--- src/rtl/cpu_pkg.sv ---
// Shared datapath constants: widths, ALU function codes, operand-source selects
// and the hard-wired zero register index.
package cpu_pkg;

  localparam int DW = 32;
  localparam int RW = 5;
  localparam int FW = 6;

  localparam logic [FW-1:0] ALU_ADD = 6'b000000;
  localparam logic [FW-1:0] ALU_SUB = 6'b000001;
  localparam logic [FW-1:0] ALU_AND = 6'b011000;
  localparam logic [FW-1:0] ALU_OR  = 6'b011110;
  localparam logic [FW-1:0] ALU_XOR = 6'b010110;
  localparam logic [FW-1:0] ALU_NOR = 6'b010001;
  localparam logic [FW-1:0] ALU_SLL = 6'b100000;
  localparam logic [FW-1:0] ALU_SRL = 6'b100001;
  localparam logic [FW-1:0] ALU_SRA = 6'b100011;
  localparam logic [FW-1:0] ALU_EQ  = 6'b110011;

  localparam logic SRCA_RS    = 1'b0;
  localparam logic SRCA_SHAMT = 1'b1;
  localparam logic SRCB_RT    = 1'b0;
  localparam logic SRCB_IMM   = 1'b1;

  localparam logic [RW-1:0] REG_ZERO = 5'd0;

endpackage

--- src/rtl/ex_operand_stage_if.sv ---
// Bundle between the ID stage, the forwarding sources and the EX-stage operand
// registers. The slave side is the pipeline register; the master side drives it.
interface ex_operand_stage_if #(
  parameter int DW = cpu_pkg::DW,
  parameter int RW = cpu_pkg::RW,
  parameter int FW = cpu_pkg::FW
);

  logic          stall;
  logic          flush;

  logic          id_valid;
  logic [RW-1:0] id_rs_addr;
  logic [RW-1:0] id_rt_addr;
  logic [DW-1:0] id_rs_data;
  logic [DW-1:0] id_rt_data;
  logic [DW-1:0] id_imm;
  logic [4:0]    id_shamt;
  logic          id_srca;
  logic          id_srcb;
  logic [FW-1:0] id_alufun;
  logic          id_sign;
  logic [RW-1:0] id_wr_addr;

  logic          mem_wr_en;
  logic [RW-1:0] mem_wr_addr;
  logic [DW-1:0] mem_wr_data;
  logic          wb_wr_en;
  logic [RW-1:0] wb_wr_addr;
  logic [DW-1:0] wb_wr_data;

  logic          ex_valid;
  logic [DW-1:0] ex_A;
  logic [DW-1:0] ex_B;
  logic [FW-1:0] ex_alufun;
  logic          ex_sign;
  logic [DW-1:0] ex_st_data;
  logic [RW-1:0] ex_wr_addr;

  modport master (
    output stall, flush,
    output id_valid, id_rs_addr, id_rt_addr, id_rs_data, id_rt_data, id_imm,
    output id_shamt, id_srca, id_srcb, id_alufun, id_sign, id_wr_addr,
    output mem_wr_en, mem_wr_addr, mem_wr_data, wb_wr_en, wb_wr_addr, wb_wr_data,
    input  ex_valid, ex_A, ex_B, ex_alufun, ex_sign, ex_st_data, ex_wr_addr
  );

  modport slave (
    input  stall, flush,
    input  id_valid, id_rs_addr, id_rt_addr, id_rs_data, id_rt_data, id_imm,
    input  id_shamt, id_srca, id_srcb, id_alufun, id_sign, id_wr_addr,
    input  mem_wr_en, mem_wr_addr, mem_wr_data, wb_wr_en, wb_wr_addr, wb_wr_data,
    output ex_valid, ex_A, ex_B, ex_alufun, ex_sign, ex_st_data, ex_wr_addr
  );

endinterface

--- src/rtl/fwd_mux.sv ---
// Three-way priority forward select for one source register: EX/MEM result,
// then MEM/WB result, then the register-file read. $0 never forwards.
module fwd_mux
  import cpu_pkg::*;
#(
  parameter int DW = cpu_pkg::DW,
  parameter int RW = cpu_pkg::RW
) (
  input  logic [RW-1:0] addr,
  input  logic [DW-1:0] rf_data,
  input  logic          mem_wr_en,
  input  logic [RW-1:0] mem_wr_addr,
  input  logic [DW-1:0] mem_wr_data,
  input  logic          wb_wr_en,
  input  logic [RW-1:0] wb_wr_addr,
  input  logic [DW-1:0] wb_wr_data,
  output logic [DW-1:0] data
);

  logic not_zero;
  logic mem_hit;
  logic wb_hit;

  assign not_zero = (addr != RW'(REG_ZERO));
  assign mem_hit  = mem_wr_en && (mem_wr_addr == addr) && not_zero;
  assign wb_hit   = wb_wr_en && (wb_wr_addr == addr) && not_zero;

  // The younger producer (EX/MEM) wins when both stages target the same register.
  always_comb begin
    data = rf_data;
    if (mem_hit) begin
      data = mem_wr_data;
    end else if (wb_hit) begin
      data = wb_wr_data;
    end
  end

endmodule

--- src/rtl/ex_operand_stage.sv ---
// ID/EX pipeline register: forwards rs/rt, selects ALU operands and registers the
// A/B/ALUFun/Sign bundle for EX, honouring stall and flush from the hazard unit.
module ex_operand_stage
  import cpu_pkg::*;
#(
  parameter int DW = cpu_pkg::DW,
  parameter int RW = cpu_pkg::RW,
  parameter int FW = cpu_pkg::FW
) (
  input logic clk,
  input logic reset,
  ex_operand_stage_if.slave bus
);

  logic [DW-1:0] fwd_rs;
  logic [DW-1:0] fwd_rt;
  logic [DW-1:0] a_next;
  logic [DW-1:0] b_next;

  logic          valid_q;
  logic [DW-1:0] a_q;
  logic [DW-1:0] b_q;
  logic [FW-1:0] alufun_q;
  logic          sign_q;
  logic [DW-1:0] st_data_q;
  logic [RW-1:0] wr_addr_q;

  fwd_mux #(.DW(DW), .RW(RW)) u_fwd_rs (
    .addr        (bus.id_rs_addr),
    .rf_data     (bus.id_rs_data),
    .mem_wr_en   (bus.mem_wr_en),
    .mem_wr_addr (bus.mem_wr_addr),
    .mem_wr_data (bus.mem_wr_data),
    .wb_wr_en    (bus.wb_wr_en),
    .wb_wr_addr  (bus.wb_wr_addr),
    .wb_wr_data  (bus.wb_wr_data),
    .data        (fwd_rs)
  );

  fwd_mux #(.DW(DW), .RW(RW)) u_fwd_rt (
    .addr        (bus.id_rt_addr),
    .rf_data     (bus.id_rt_data),
    .mem_wr_en   (bus.mem_wr_en),
    .mem_wr_addr (bus.mem_wr_addr),
    .mem_wr_data (bus.mem_wr_data),
    .wb_wr_en    (bus.wb_wr_en),
    .wb_wr_addr  (bus.wb_wr_addr),
    .wb_wr_data  (bus.wb_wr_data),
    .data        (fwd_rt)
  );

  assign a_next = (bus.id_srca == SRCA_SHAMT) ? {{(DW-5){1'b0}}, bus.id_shamt} : fwd_rs;
  assign b_next = (bus.id_srcb == SRCB_IMM) ? bus.id_imm : fwd_rt;

  // Flush beats stall: a flushed slot only needs its control fields cleared, so
  // the data registers are left free to capture whatever is presented.
  always_ff @(posedge clk or negedge reset) begin
    if (!reset) begin
      valid_q   <= 1'b0;
      a_q       <= '0;
      b_q       <= '0;
      alufun_q  <= '0;
      sign_q    <= 1'b0;
      st_data_q <= '0;
      wr_addr_q <= '0;
    end else if (bus.flush) begin
      valid_q   <= 1'b0;
      wr_addr_q <= '0;
      alufun_q  <= '0;
      sign_q    <= 1'b0;
      a_q       <= a_next;
      b_q       <= b_next;
      st_data_q <= fwd_rt;
    end else if (!bus.stall) begin
      valid_q   <= bus.id_valid;
      wr_addr_q <= bus.id_valid ? bus.id_wr_addr : '0;
      alufun_q  <= bus.id_alufun;
      sign_q    <= bus.id_sign;
      a_q       <= a_next;
      b_q       <= b_next;
      st_data_q <= fwd_rt;
    end
  end

  assign bus.ex_valid   = valid_q;
  assign bus.ex_A       = a_q;
  assign bus.ex_B       = b_q;
  assign bus.ex_alufun  = alufun_q;
  assign bus.ex_sign    = sign_q;
  assign bus.ex_st_data = st_data_q;
  assign bus.ex_wr_addr = wr_addr_q;

endmodule

--- src/flat_wrapper.sv ---
// flat-port wrapper written by rule: the top's interface ports become plain ports
module ex_operand_stage_flat import cpu_pkg::*;
#(
  parameter int DW = cpu_pkg::DW,
  parameter int RW = cpu_pkg::RW,
  parameter int FW = cpu_pkg::FW
)
  (clk, reset, bus_stall, bus_flush, bus_id_valid, bus_id_rs_addr, bus_id_rt_addr, bus_id_rs_data, bus_id_rt_data, bus_id_imm, bus_id_shamt, bus_id_srca, bus_id_srcb, bus_id_alufun, bus_id_sign, bus_id_wr_addr, bus_mem_wr_en, bus_mem_wr_addr, bus_mem_wr_data, bus_wb_wr_en, bus_wb_wr_addr, bus_wb_wr_data, bus_ex_valid, bus_ex_A, bus_ex_B, bus_ex_alufun, bus_ex_sign, bus_ex_st_data, bus_ex_wr_addr);
  ex_operand_stage_if #(.DW(DW), .RW(RW), .FW(FW)) bus_i ();
  input logic clk;
  input logic reset;
  input wire logic [$bits(bus_i.stall)-1:0] bus_stall;
  input wire logic [$bits(bus_i.flush)-1:0] bus_flush;
  input wire logic [$bits(bus_i.id_valid)-1:0] bus_id_valid;
  input wire logic [$bits(bus_i.id_rs_addr)-1:0] bus_id_rs_addr;
  input wire logic [$bits(bus_i.id_rt_addr)-1:0] bus_id_rt_addr;
  input wire logic [$bits(bus_i.id_rs_data)-1:0] bus_id_rs_data;
  input wire logic [$bits(bus_i.id_rt_data)-1:0] bus_id_rt_data;
  input wire logic [$bits(bus_i.id_imm)-1:0] bus_id_imm;
  input wire logic [$bits(bus_i.id_shamt)-1:0] bus_id_shamt;
  input wire logic [$bits(bus_i.id_srca)-1:0] bus_id_srca;
  input wire logic [$bits(bus_i.id_srcb)-1:0] bus_id_srcb;
  input wire logic [$bits(bus_i.id_alufun)-1:0] bus_id_alufun;
  input wire logic [$bits(bus_i.id_sign)-1:0] bus_id_sign;
  input wire logic [$bits(bus_i.id_wr_addr)-1:0] bus_id_wr_addr;
  input wire logic [$bits(bus_i.mem_wr_en)-1:0] bus_mem_wr_en;
  input wire logic [$bits(bus_i.mem_wr_addr)-1:0] bus_mem_wr_addr;
  input wire logic [$bits(bus_i.mem_wr_data)-1:0] bus_mem_wr_data;
  input wire logic [$bits(bus_i.wb_wr_en)-1:0] bus_wb_wr_en;
  input wire logic [$bits(bus_i.wb_wr_addr)-1:0] bus_wb_wr_addr;
  input wire logic [$bits(bus_i.wb_wr_data)-1:0] bus_wb_wr_data;
  output wire logic [$bits(bus_i.ex_valid)-1:0] bus_ex_valid;
  output wire logic [$bits(bus_i.ex_A)-1:0] bus_ex_A;
  output wire logic [$bits(bus_i.ex_B)-1:0] bus_ex_B;
  output wire logic [$bits(bus_i.ex_alufun)-1:0] bus_ex_alufun;
  output wire logic [$bits(bus_i.ex_sign)-1:0] bus_ex_sign;
  output wire logic [$bits(bus_i.ex_st_data)-1:0] bus_ex_st_data;
  output wire logic [$bits(bus_i.ex_wr_addr)-1:0] bus_ex_wr_addr;
  assign bus_i.stall = bus_stall;
  assign bus_i.flush = bus_flush;
  assign bus_i.id_valid = bus_id_valid;
  assign bus_i.id_rs_addr = bus_id_rs_addr;
  assign bus_i.id_rt_addr = bus_id_rt_addr;
  assign bus_i.id_rs_data = bus_id_rs_data;
  assign bus_i.id_rt_data = bus_id_rt_data;
  assign bus_i.id_imm = bus_id_imm;
  assign bus_i.id_shamt = bus_id_shamt;
  assign bus_i.id_srca = bus_id_srca;
  assign bus_i.id_srcb = bus_id_srcb;
  assign bus_i.id_alufun = bus_id_alufun;
  assign bus_i.id_sign = bus_id_sign;
  assign bus_i.id_wr_addr = bus_id_wr_addr;
  assign bus_i.mem_wr_en = bus_mem_wr_en;
  assign bus_i.mem_wr_addr = bus_mem_wr_addr;
  assign bus_i.mem_wr_data = bus_mem_wr_data;
  assign bus_i.wb_wr_en = bus_wb_wr_en;
  assign bus_i.wb_wr_addr = bus_wb_wr_addr;
  assign bus_i.wb_wr_data = bus_wb_wr_data;
  assign bus_ex_valid = bus_i.ex_valid;
  assign bus_ex_A = bus_i.ex_A;
  assign bus_ex_B = bus_i.ex_B;
  assign bus_ex_alufun = bus_i.ex_alufun;
  assign bus_ex_sign = bus_i.ex_sign;
  assign bus_ex_st_data = bus_i.ex_st_data;
  assign bus_ex_wr_addr = bus_i.ex_wr_addr;
  ex_operand_stage #(.DW(DW), .RW(RW), .FW(FW)) u_core (.clk(clk), .reset(reset), .bus(bus_i));
endmodule
--- config.mk ---
export PLATFORM = sky130hd
export DESIGN_NAME = ex_operand_stage_flat
export DESIGN_NICKNAME = d
export VERILOG_FILES = /design/src/rtl/cpu_pkg.sv /design/src/rtl/ex_operand_stage_if.sv /design/src/rtl/fwd_mux.sv /design/src/rtl/ex_operand_stage.sv /design/src/flat_wrapper.sv
export SDC_FILE = /design/constraint.sdc
export NUM_CORES = 1
export LEC_CHECK = 0
export BUFFER_PORTS_ARGS = -buffer_cell sky130_fd_sc_hd__buf_2
export CAP_MARGIN = 20
export CORE_MARGIN = 4
export CORE_UTILIZATION = 40
export DETAILED_ROUTE_END_ITERATION = 7
export PLACE_DENSITY = 0.74
export REMOVE_ABC_BUFFERS = 1
export SETUP_SLACK_MARGIN = 0.5
export SYNTH_ARGS = -nofsm -noshare
export SYNTH_HDL_FRONTEND = slang
export SYNTH_SLANG_ARGS = --single-unit
--- constraint.sdc ---
create_clock -name clk -period 1.45 [get_ports clk]
set_input_delay 0.0725 -clock clk [delete_from_list [all_inputs] [get_ports clk]]
set_output_delay 0.0725 -clock clk [all_outputs]
set_load 0.02 [all_outputs]
==> metrics <==
die area between 0.015 and 0.02 mm2; Worst Max-Slew Pin Slew around 0.60 ns; most frequent cells in the layout 191 x buf_2, 128 x buf_6, 116 x o21ai_1; Synth Warn # 0; min Tclk post-route around 1.7 ns; Syn-to-layout area delta 83.2%; Hold WS ~0.0086 ns; largest net degree at the start of global routing 65; Yosys cell types 35; Pwr Density between 800 and 900 mW/mm2; Die Height roughly 130 um; Slew headroom 0.603; hold crit path type in2reg; Seq/Total Area, Yosys 0.442; detailed placement HPWL between 15000 and 20000 um; vias in the first global route approximately 8000; worst vdd ir between 500 and 600 uV; # setup viols final 94; CTS buffer count 9; peak fanout along the critical path 10; layout net count around 1300; top post-synthesis cells by area dfrtp_1 44%, o21ai_0 7.9%, o21ai_1 7.6%, a221oi_2 7.5%, a221oi_1 4.7%; overall power around 9.6 mW; FP Rows between 40 and 50; post-DR vias/cell ~6.3; PortBufs about 310; DP Cell Count roughly 1200; period utilization 1.19; share of the synthesized area in the top cell type 0.442; Worst setup SP type input pin; Syn Std Cell Area 0.00617 mm2; 1st-pass router iterations 5; Starting DRT DRC Count around 1000; skew final 0 ns; max cap viols 0; antenna violations before repair 0; commonest non-fill, non-tap cell in the layout buf_2; Cells after Synth just under 700; clk_lat worst skew between 0.3 and 0.4 ns; Pins Over Slew Limit 0; final hold vios 0; Seq cells post-synth about 110; Setup CP Type in2reg; static leakage approximately 5 nW; PnR worst setup slack -0.276 ns; final WL between 30000 and 40000 um; Post-Place Cell Area 0.00815 mm2; Final Cell Area around 0.011 mm2; wire length per cell around 27 um; Clock Pin Slew Worst Setup and Hold Paths 0.08 ns; Antenna Nets Post-Route 0; Non-Filler Instances between 1000 and 1500; RSZ-0062 raised after global routing yes; chip width between 100 and 150 um; routability cong. about 0.95; Initial Util 0.408; achievable clock frequency about 580 MHz; Remaining DRCs 0; grt ovf 0; vias post-DR 8073; Worst setup EP type register; clk root buf clkbuf_16; CTS Sinks about 110; H-tree Lvls 3; GRT Overall Usage 0.321; Avg Cell Area, Syn approximately 9.2 um2; critical path required time between 1.5 and 2 ns; CTS tree yes; clock tree buffer depth 2; status finished with violations; total negative slack -12.34 ns; share of cells above drive strength 1 0.522; Arr. time, crit path between 1.5 and 2 ns; failing checks setup timing; first-pass GRT wire length 44400 um; I/O pin count about 320; Core Util, Final 0.747; core area between 0.015 and 0.02 mm2; diode count 0; pre-CTS setup slack -0.467 ns; area leader, netlist dfrtp_1
-- final timing paths --
path	startpoint	endpoint	slack (ns)	cells past startpoint
max	bus_id_rt_addr[1]	u_core.bus.ex_B[0]	-0.28	9
min	bus_id_rs_data[21]	u_core.bus.ex_A[21]	0.009	3
max reg2reg	u_core.bus.ex_B[2]	u_core.bus.ex_B[2]	0.45	3
min reg2reg	u_core.bus.ex_st_data[18]	u_core.bus.ex_st_data[18]	0.52	2
max in group asynchronous	reset	u_core.bus.ex_A[8]	0.65	3
min in group asynchronous	reset	u_core.bus.ex_st_data[21]	0.27	3
-- report_power, final --
group          switching, mW  leakage, nW  internal, mW
logic                   1.66         3.59          1.64
clock network           1.19        0.152          1.55
registers              0.256         1.36          3.33
-- worst max-delay path, cell delays in order --
cell and delay (ns):
buf_8 0.10, or4_4 0.56, o211ai_1 0.29, buf_4 0.21, or2_4 0.17, buf_12 0.14
clkbuf_16 0.16, o21ai_0 0.08, o21ai_1 0.19
-- kinds of logic (layout without fill, tap and decap cells) --
kind of cell / Yosys count / in the layout / share of synthesized area
simple gates: 170 / 173 / 0.139
mux: 7 / 7 / 0.0114
flops: 109 / 109 / 0.442
buf+inv: 65 / 475 / 0.0606
compound gates: 302 / 302 / 0.318
xor+xnor: 20 / 20 / 0.0284
-- metal layers --
| layer | vias to the layer above | wire length (um) | GRT usage |
|---|---|---|---|
| li1 | 3304 | - | - |
| met1 | 3845 | 12000 | 0.387 |
| met2 | 715 | 16200 | 0.546 |
| met3 | 209 | 3610 | 0.0660 |
| met4 | 0 | 2180 | 0.159 |
| met5 | - | 0 | 0 |
-- state kept, by name, summed over array words and instances (netlist names) --
signal and cells:
u_core.bus.ex_sign 1, u_core.bus.ex_valid 1, u_core.bus.ex_A 32, u_core.bus.ex_st_data 32, u_core.bus.ex_wr_addr 5, u_core.bus.ex_B 32, u_core.bus.ex_alufun 6
-- cells in the mapped netlist, drive strengths merged --
master / number
o21ai: 192
dfrtp: 109
a221oi: 64
nand2: 64
a21oi: 42
clkbuf: 40
and3: 37
and2: 32
buf: 24
nor2: 22
xnor2: 17
mux2i: 7
nor2b: 3
o211ai: 3
xor2: 3
nand4: 2
nor3: 2
or3: 2
or4: 2
a22oi: 1
inv: 1
nand2b: 1
nand3: 1
or2: 1
or3b: 1
-- what timing repair did --
item,in CTS,in global routing
gates cloned,8,12
buffers inserted,29,36
setup endpoints to repair,205,205
hold buffers,20,0
resized for setup,324,105
pin swaps,75,81
endpoints found under the hold margin,128,0
-- area by class of cell --
class	count	area, um2
clock buffer	11	243
clock inverter	4	72.6
timing repair buffer	459	4080
inverter	1	3.75
sequential	109	2730
multi-input combinational	502	3950
tap	188	235
fill	912	3830
No activity file was read; power rests on OpenSTA's default activity.
